## src/rtl/add_subb_csd_pipe.sv

```systemverilog
// add_subb_csd_pipe: carry-free signed-digit add/subtract of two CSD operands,
// followed by an elastic valid/ready pipeline of STAGES register stages.
// Digit encoding: bit 2i = +1 flag, bit 2i+1 = -1 flag, 11 treated as 0 (flags err).
module add_subb_csd_pipe #(
  parameter int W      = 4,
  parameter int STAGES = 2
) (
  input  logic           clk,
  input  logic           rst,
  input  logic           ena,
  input  logic           in_valid,
  output logic           in_ready,
  input  logic           subb_a,
  input  logic           subb_b,
  input  logic [2*W-1:0] a,
  input  logic [2*W-1:0] b,
  output logic           out_valid,
  input  logic           out_ready,
  output logic [1:0]     c,
  output logic [2*W-1:0] s,
  output logic           err
);

  // packed payload per stage: {err, carry digit, sum digits}
  localparam int DW = 2*W + 3;

  function automatic logic signed [2:0] dig_val(input logic [1:0] d);
    dig_val = d[0] ? 3'sd1 : (d[1] ? -3'sd1 : 3'sd0);
  endfunction

  function automatic logic [1:0] dig_enc(input logic signed [2:0] v);
    if (v == 3'sd1)       dig_enc = 2'b01;
    else if (v == -3'sd1) dig_enc = 2'b10;
    else                  dig_enc = 2'b00;
  endfunction

  logic [DW-1:0]     res_d;
  logic [1:0]        da, db;
  logic signed [2:0] p_v, w_v, t_lo, t_hi;
  logic              nn_lo, err_c;
  logic [2*W-1:0]    s_c;

  // Signed-digit sum: position sum p in [-2,2] splits into transfer t and interim w.
  // For |p|=1 the split is chosen from the lower position: if neither lower digit is
  // negative, the incoming transfer is in {0,+1}, so w is steered to -1; otherwise the
  // incoming transfer is in {-1,0} and w is steered to +1. w+t_in never leaves [-1,1].
  always_comb begin
    err_c = 1'b0;
    s_c   = '0;
    nn_lo = 1'b1;
    t_lo  = 3'sd0;
    t_hi  = 3'sd0;
    w_v   = 3'sd0;
    p_v   = 3'sd0;
    da    = 2'b00;
    db    = 2'b00;
    for (int i = 0; i < W; i++) begin
      da = a[2*i +: 2];
      db = b[2*i +: 2];
      if (da == 2'b11) begin
        err_c = 1'b1;
        da    = 2'b00;
      end
      if (db == 2'b11) begin
        err_c = 1'b1;
        db    = 2'b00;
      end
      if (subb_a) da = {da[0], da[1]};
      if (subb_b) db = {db[0], db[1]};
      p_v = dig_val(da) + dig_val(db);
      case (p_v)
        3'sd2: begin
          t_hi = 3'sd1;
          w_v  = 3'sd0;
        end
        -3'sd2: begin
          t_hi = -3'sd1;
          w_v  = 3'sd0;
        end
        3'sd1: begin
          t_hi = nn_lo ? 3'sd1 : 3'sd0;
          w_v  = nn_lo ? -3'sd1 : 3'sd1;
        end
        -3'sd1: begin
          t_hi = nn_lo ? 3'sd0 : -3'sd1;
          w_v  = nn_lo ? -3'sd1 : 3'sd1;
        end
        default: begin
          t_hi = 3'sd0;
          w_v  = 3'sd0;
        end
      endcase
      s_c[2*i +: 2] = dig_enc(w_v + t_lo);
      t_lo  = t_hi;
      nn_lo = ~da[1] & ~db[1];
    end
    res_d = {err_c, dig_enc(t_lo), s_c};
  end

  logic [STAGES-1:0] vld_q, vld_d, rdy, up_v;
  logic [DW-1:0]     dat_q [STAGES];
  logic [DW-1:0]     dat_d [STAGES];
  logic [DW-1:0]     up_dat [STAGES];
  logic              rdy_acc;

  // A stage may load when ena and either it or some stage downstream of it has a hole,
  // or the output is being taken this cycle.
  always_comb begin
    rdy_acc = out_ready;
    rdy     = '0;
    for (int k = STAGES-1; k >= 0; k--) begin
      rdy_acc = rdy_acc | ~vld_q[k];
      rdy[k]  = ena & rdy_acc;
    end
  end

  // Next-state: ready stages take their upstream neighbour; payload only moves with a
  // valid so a held output never changes under a bubble.
  always_comb begin
    up_v = STAGES'({vld_q, in_valid});
    up_dat[0] = res_d;
    for (int k = 1; k < STAGES; k++) up_dat[k] = dat_q[k-1];
    for (int k = 0; k < STAGES; k++) begin
      vld_d[k] = rdy[k] ? up_v[k] : vld_q[k];
      dat_d[k] = (rdy[k] & up_v[k]) ? up_dat[k] : dat_q[k];
    end
  end

  // Pipeline registers; reset wins over ena and any transfer.
  always_ff @(posedge clk) begin
    if (rst) begin
      vld_q <= '0;
      for (int k = 0; k < STAGES; k++) dat_q[k] <= '0;
    end else begin
      vld_q <= vld_d;
      for (int k = 0; k < STAGES; k++) dat_q[k] <= dat_d[k];
    end
  end

  assign in_ready     = rdy[0];
  assign out_valid    = vld_q[STAGES-1];
  assign {err, c, s}  = dat_q[STAGES-1];

endmodule

```

## config.mk

```make
export PLATFORM = sky130hd
export DESIGN_NAME = add_subb_csd_pipe
export DESIGN_NICKNAME = d
export VERILOG_FILES = /design/src/rtl/add_subb_csd_pipe.sv
export SDC_FILE = /design/constraint.sdc
export NUM_CORES = 1
export LEC_CHECK = 0
export BUFFER_PORTS_ARGS = -buffer_cell sky130_fd_sc_hd__buf_2
export CAP_MARGIN = 25
export CORE_ASPECT_RATIO = 1.4
export CORE_MARGIN = 1
export CORE_UTILIZATION = 49
export DETAILED_ROUTE_END_ITERATION = 10
export GPL_ROUTABILITY_DRIVEN = 0
export PLACE_DENSITY_LB_ADDON = 0.15
export SYNTH_ARGS = -nofsm -noshare
export SYNTH_HDL_FRONTEND = slang
export SYNTH_SLANG_ARGS = --single-unit
```

## constraint.sdc

```tcl
create_clock -name clk -period 2.7 [get_ports clk]
set_input_delay 0.135 -clock clk [delete_from_list [all_inputs] [get_ports clk]]
set_output_delay 0.135 -clock clk [all_outputs]
set_load 0.01 [all_outputs]
```

==> flow_metrics.py <==
metrics = {
    "outcome": {
        "status": "finished clean",
    },
    "placement": {
        "dp_worst_setup_slack_ns": -0.0467,
        "post-dp-hpwl_um": 2610,
        "place_area_mm2": 0.00186,
        "dpl.cell_count": 258,
        "port_buffers": 34,
    },
    "synthesis": {
        "ys_seq_area_frac": 0.262,
        "avgSynthCellArea_um2": 8.83,
        "synth_top_area_cell": "dfxtp_1",
        "synth-main-ff-cell": "dfxtp_1",
        "synth.area.top_cells": "dfxtp_1 (26%), fa_1 (11%), mux2i_1 (6.6%)",
        "syn-num-nets": 229,
        "synth_edf_count": 0,
        "synth_area_mm2": 0.00168,
        "synth_seq_cells": 22,
        "yosysTopAreaCellShare": 0.262,
        "yosys_warnings": 0,
        "synth_cells": 190,
        "synth_cell_types": 39,
        "postSynth.asyncResetShare": 0,
    },
    "finish": {
        "fin_util": 0.601,
        "num_antenna_cells": 0,
        "fin_cells": 262,
        "final_cell_mix": "buf_2 (34), dfxtp_1 (22), a21oi_1 (16), nand2_1 (16), nor2_1 (16)",
        "multi_input_area_mm2": 0.00109,
        "nNetsFinal": 263,
        "num-fill-cells": 303,
        "area_growth_pct": 14.1,
        "final_area_mm2": 0.00191,
        "mostFrequentLayoutCell": "buf_2",
        "drive_gt1_frac": 0.238,
        "register_area_um2": 440,
    },
    "route": {
        "ant_nets": 0,
        "drt-pass1-iter-count": 4,
        "drc": 0,
        "vias": 1431,
        "drt_iter0_markers": 26,
        "wire_per_inst_um": 12.0,
        "via_per_inst": 5.46,
        "routed_wl_um": 3140,
    },
    "pwr": {
        "vdd_drop_max_v": 0.000277,
        "total_power_uw": 908,
        "p_leak_nw": 0.848,
        "power.density_mw_per_mm2": 474,
    },
    "clock_network": {
        "cts_setup_buffers": 0,
        "h-tree-depth": 1,
        "cts_resized": 0,
        "cts.path.max_buffers": 2,
        "cts_buffers": 3,
        "clk_latency_ns": 0.26,
        "cts.sinks": 22,
        "cts_tree": "yes",
        "clkTransAtPathRegs_ns": 0.07,
        "ctsRootBufferMaster": "clkbuf_8",
        "cts_hold_buf": 0,
    },
    "grt": {
        "grt_max_degree": 22,
        "grt_pass1_vias": 1427,
        "antenna_found_initial": 0,
        "grt_overflow": 0,
        "grt_pass1_wl_um": 5750,
        "grtUsageTotal": 0.202,
    },
    "sta": {
        "whs_ns": 0.188,
        "slew_viol_final": 0,
        "rsz0062_at_grt": "no",
        "fin_tns_setup_ns": 0,
        "fin_ws_ns": 0.216,
        "fin_crit_sh": 0.920,
        "setup_violations": 0,
        "clock_skew_ns": 0.00206,
        "finalHoldViolCount": 0,
        "period_needed_ns": 2.48,
        "max_freq_mhz": 403,
    },
    "floorplan": {
        "pin_count": 36,
        "core_area_mm2": 0.00318,
        "initial_core_util": 0.527,
        "die_w_um": 51.5,
        "die_height_um": 71.2,
        "rows": 24,
        "die_area_mm2": 0.00367,
    },
    "setup_path": {
        "path_cells": "buf_2, and3b_1, a21oi_1, fa_1, nor2b_1, a41o_1, a21o_1, ha_1, fa_1, nand4b_1, a21oi_1",
        "critPathBufInv": 1,
        "cp.arrival_ns": 2.67,
        "slowest_stage": "fa_1",
        "endpoint_kind": "register",
        "max_stage_delay_ns": 0.49,
        "crit_type": "input port to register",
        "start_kind": "input port",
        "cp.required_ns": 2.89,
        "critPathTopFamily": "adder cells",
        "cp_max_fo": 8,
    },
    "min_path": {
        "min_path_type": "input port to register",
    },
    "flow_run": {
        "drv_cap": 0,
    },
}
[worst register-to-register path, cell delays in order (launching register included)]
cell	delay, ns
dfxtp_1	0.32
nor2b_4	0.15
a21oi_2	0.39
mux2i_1	0.25
o311a_1	0.18
[final timing paths]
| kind | start | end | slack (ns) | cells past startpoint |
|---|---|---|---|---|
| worst max register to register | vld_q[1] | dat_q[0][8] | 1.37 | 4 |
| worst min-delay path | ena | vld_q[1] | 0.19 | 4 |
| worst min register to register | dat_q[0][4] | dat_q[0][4] | 0.46 | 2 |
| worst max-delay path | subb_a | dat_q[0][5] | 0.22 | 11 |
[cell families after synthesis]
group,after synthesis,share of synthesized area
and+or+nand+nor,69,0.230
xor gates and xnor gates,9,0.0470
DFF,22,0.262
adders and majority gates,16,0.160
other,1,0.00223
AOI/OAI and AO/OA,38,0.148
muxes,11,0.0656
buffers and inverters,24,0.0850
[power by group]
part	switching (mW)	total (mW)	internal (mW)
sequential	0.00743	0.345	0.337
clock	0.102	0.232	0.130
combinational	0.174	0.331	0.157
[sequential cells by signal, indices dropped and copies added (netlist names)]
register	cells
dat_q	20
vld_q	2
[layer usage]
layer,GRT usage,vias to the layer above,routed length (um)
li1,-,713,-
met1,0.205,674,1270
met2,0.374,38,1700
met3,0.0467,6,115
met4,0.0961,0,54
met5,0,-,0
[Yosys cell counts (5+ instances only)]
| cell | number |
|---|---|
| nand2_1 | 16 |
| ha_1 | 7 |
| o21ai_0 | 5 |
| nand3_1 | 5 |
| nand2b_1 | 5 |
| dfxtp_1 | 22 |
| buf_4 | 10 |
| xor2_1 | 9 |
| a21oi_1 | 16 |
| inv_1 | 10 |
| nor2b_1 | 5 |
| mux2i_1 | 11 |
| nor2_1 | 16 |
| fa_1 | 9 |
| nand4b_1 | 6 |
[final cells by class]
cell class / count / area share
multi-input cells: 144 / 0.572
flip-flops and latches: 22 / 0.230
repair buffers: 43 / 0.124
clock buffers: 4 / 0.0288
well taps: 39 / 0.0255
inverters: 10 / 0.0196
No activity file was read; power rests on OpenSTA's default activity.
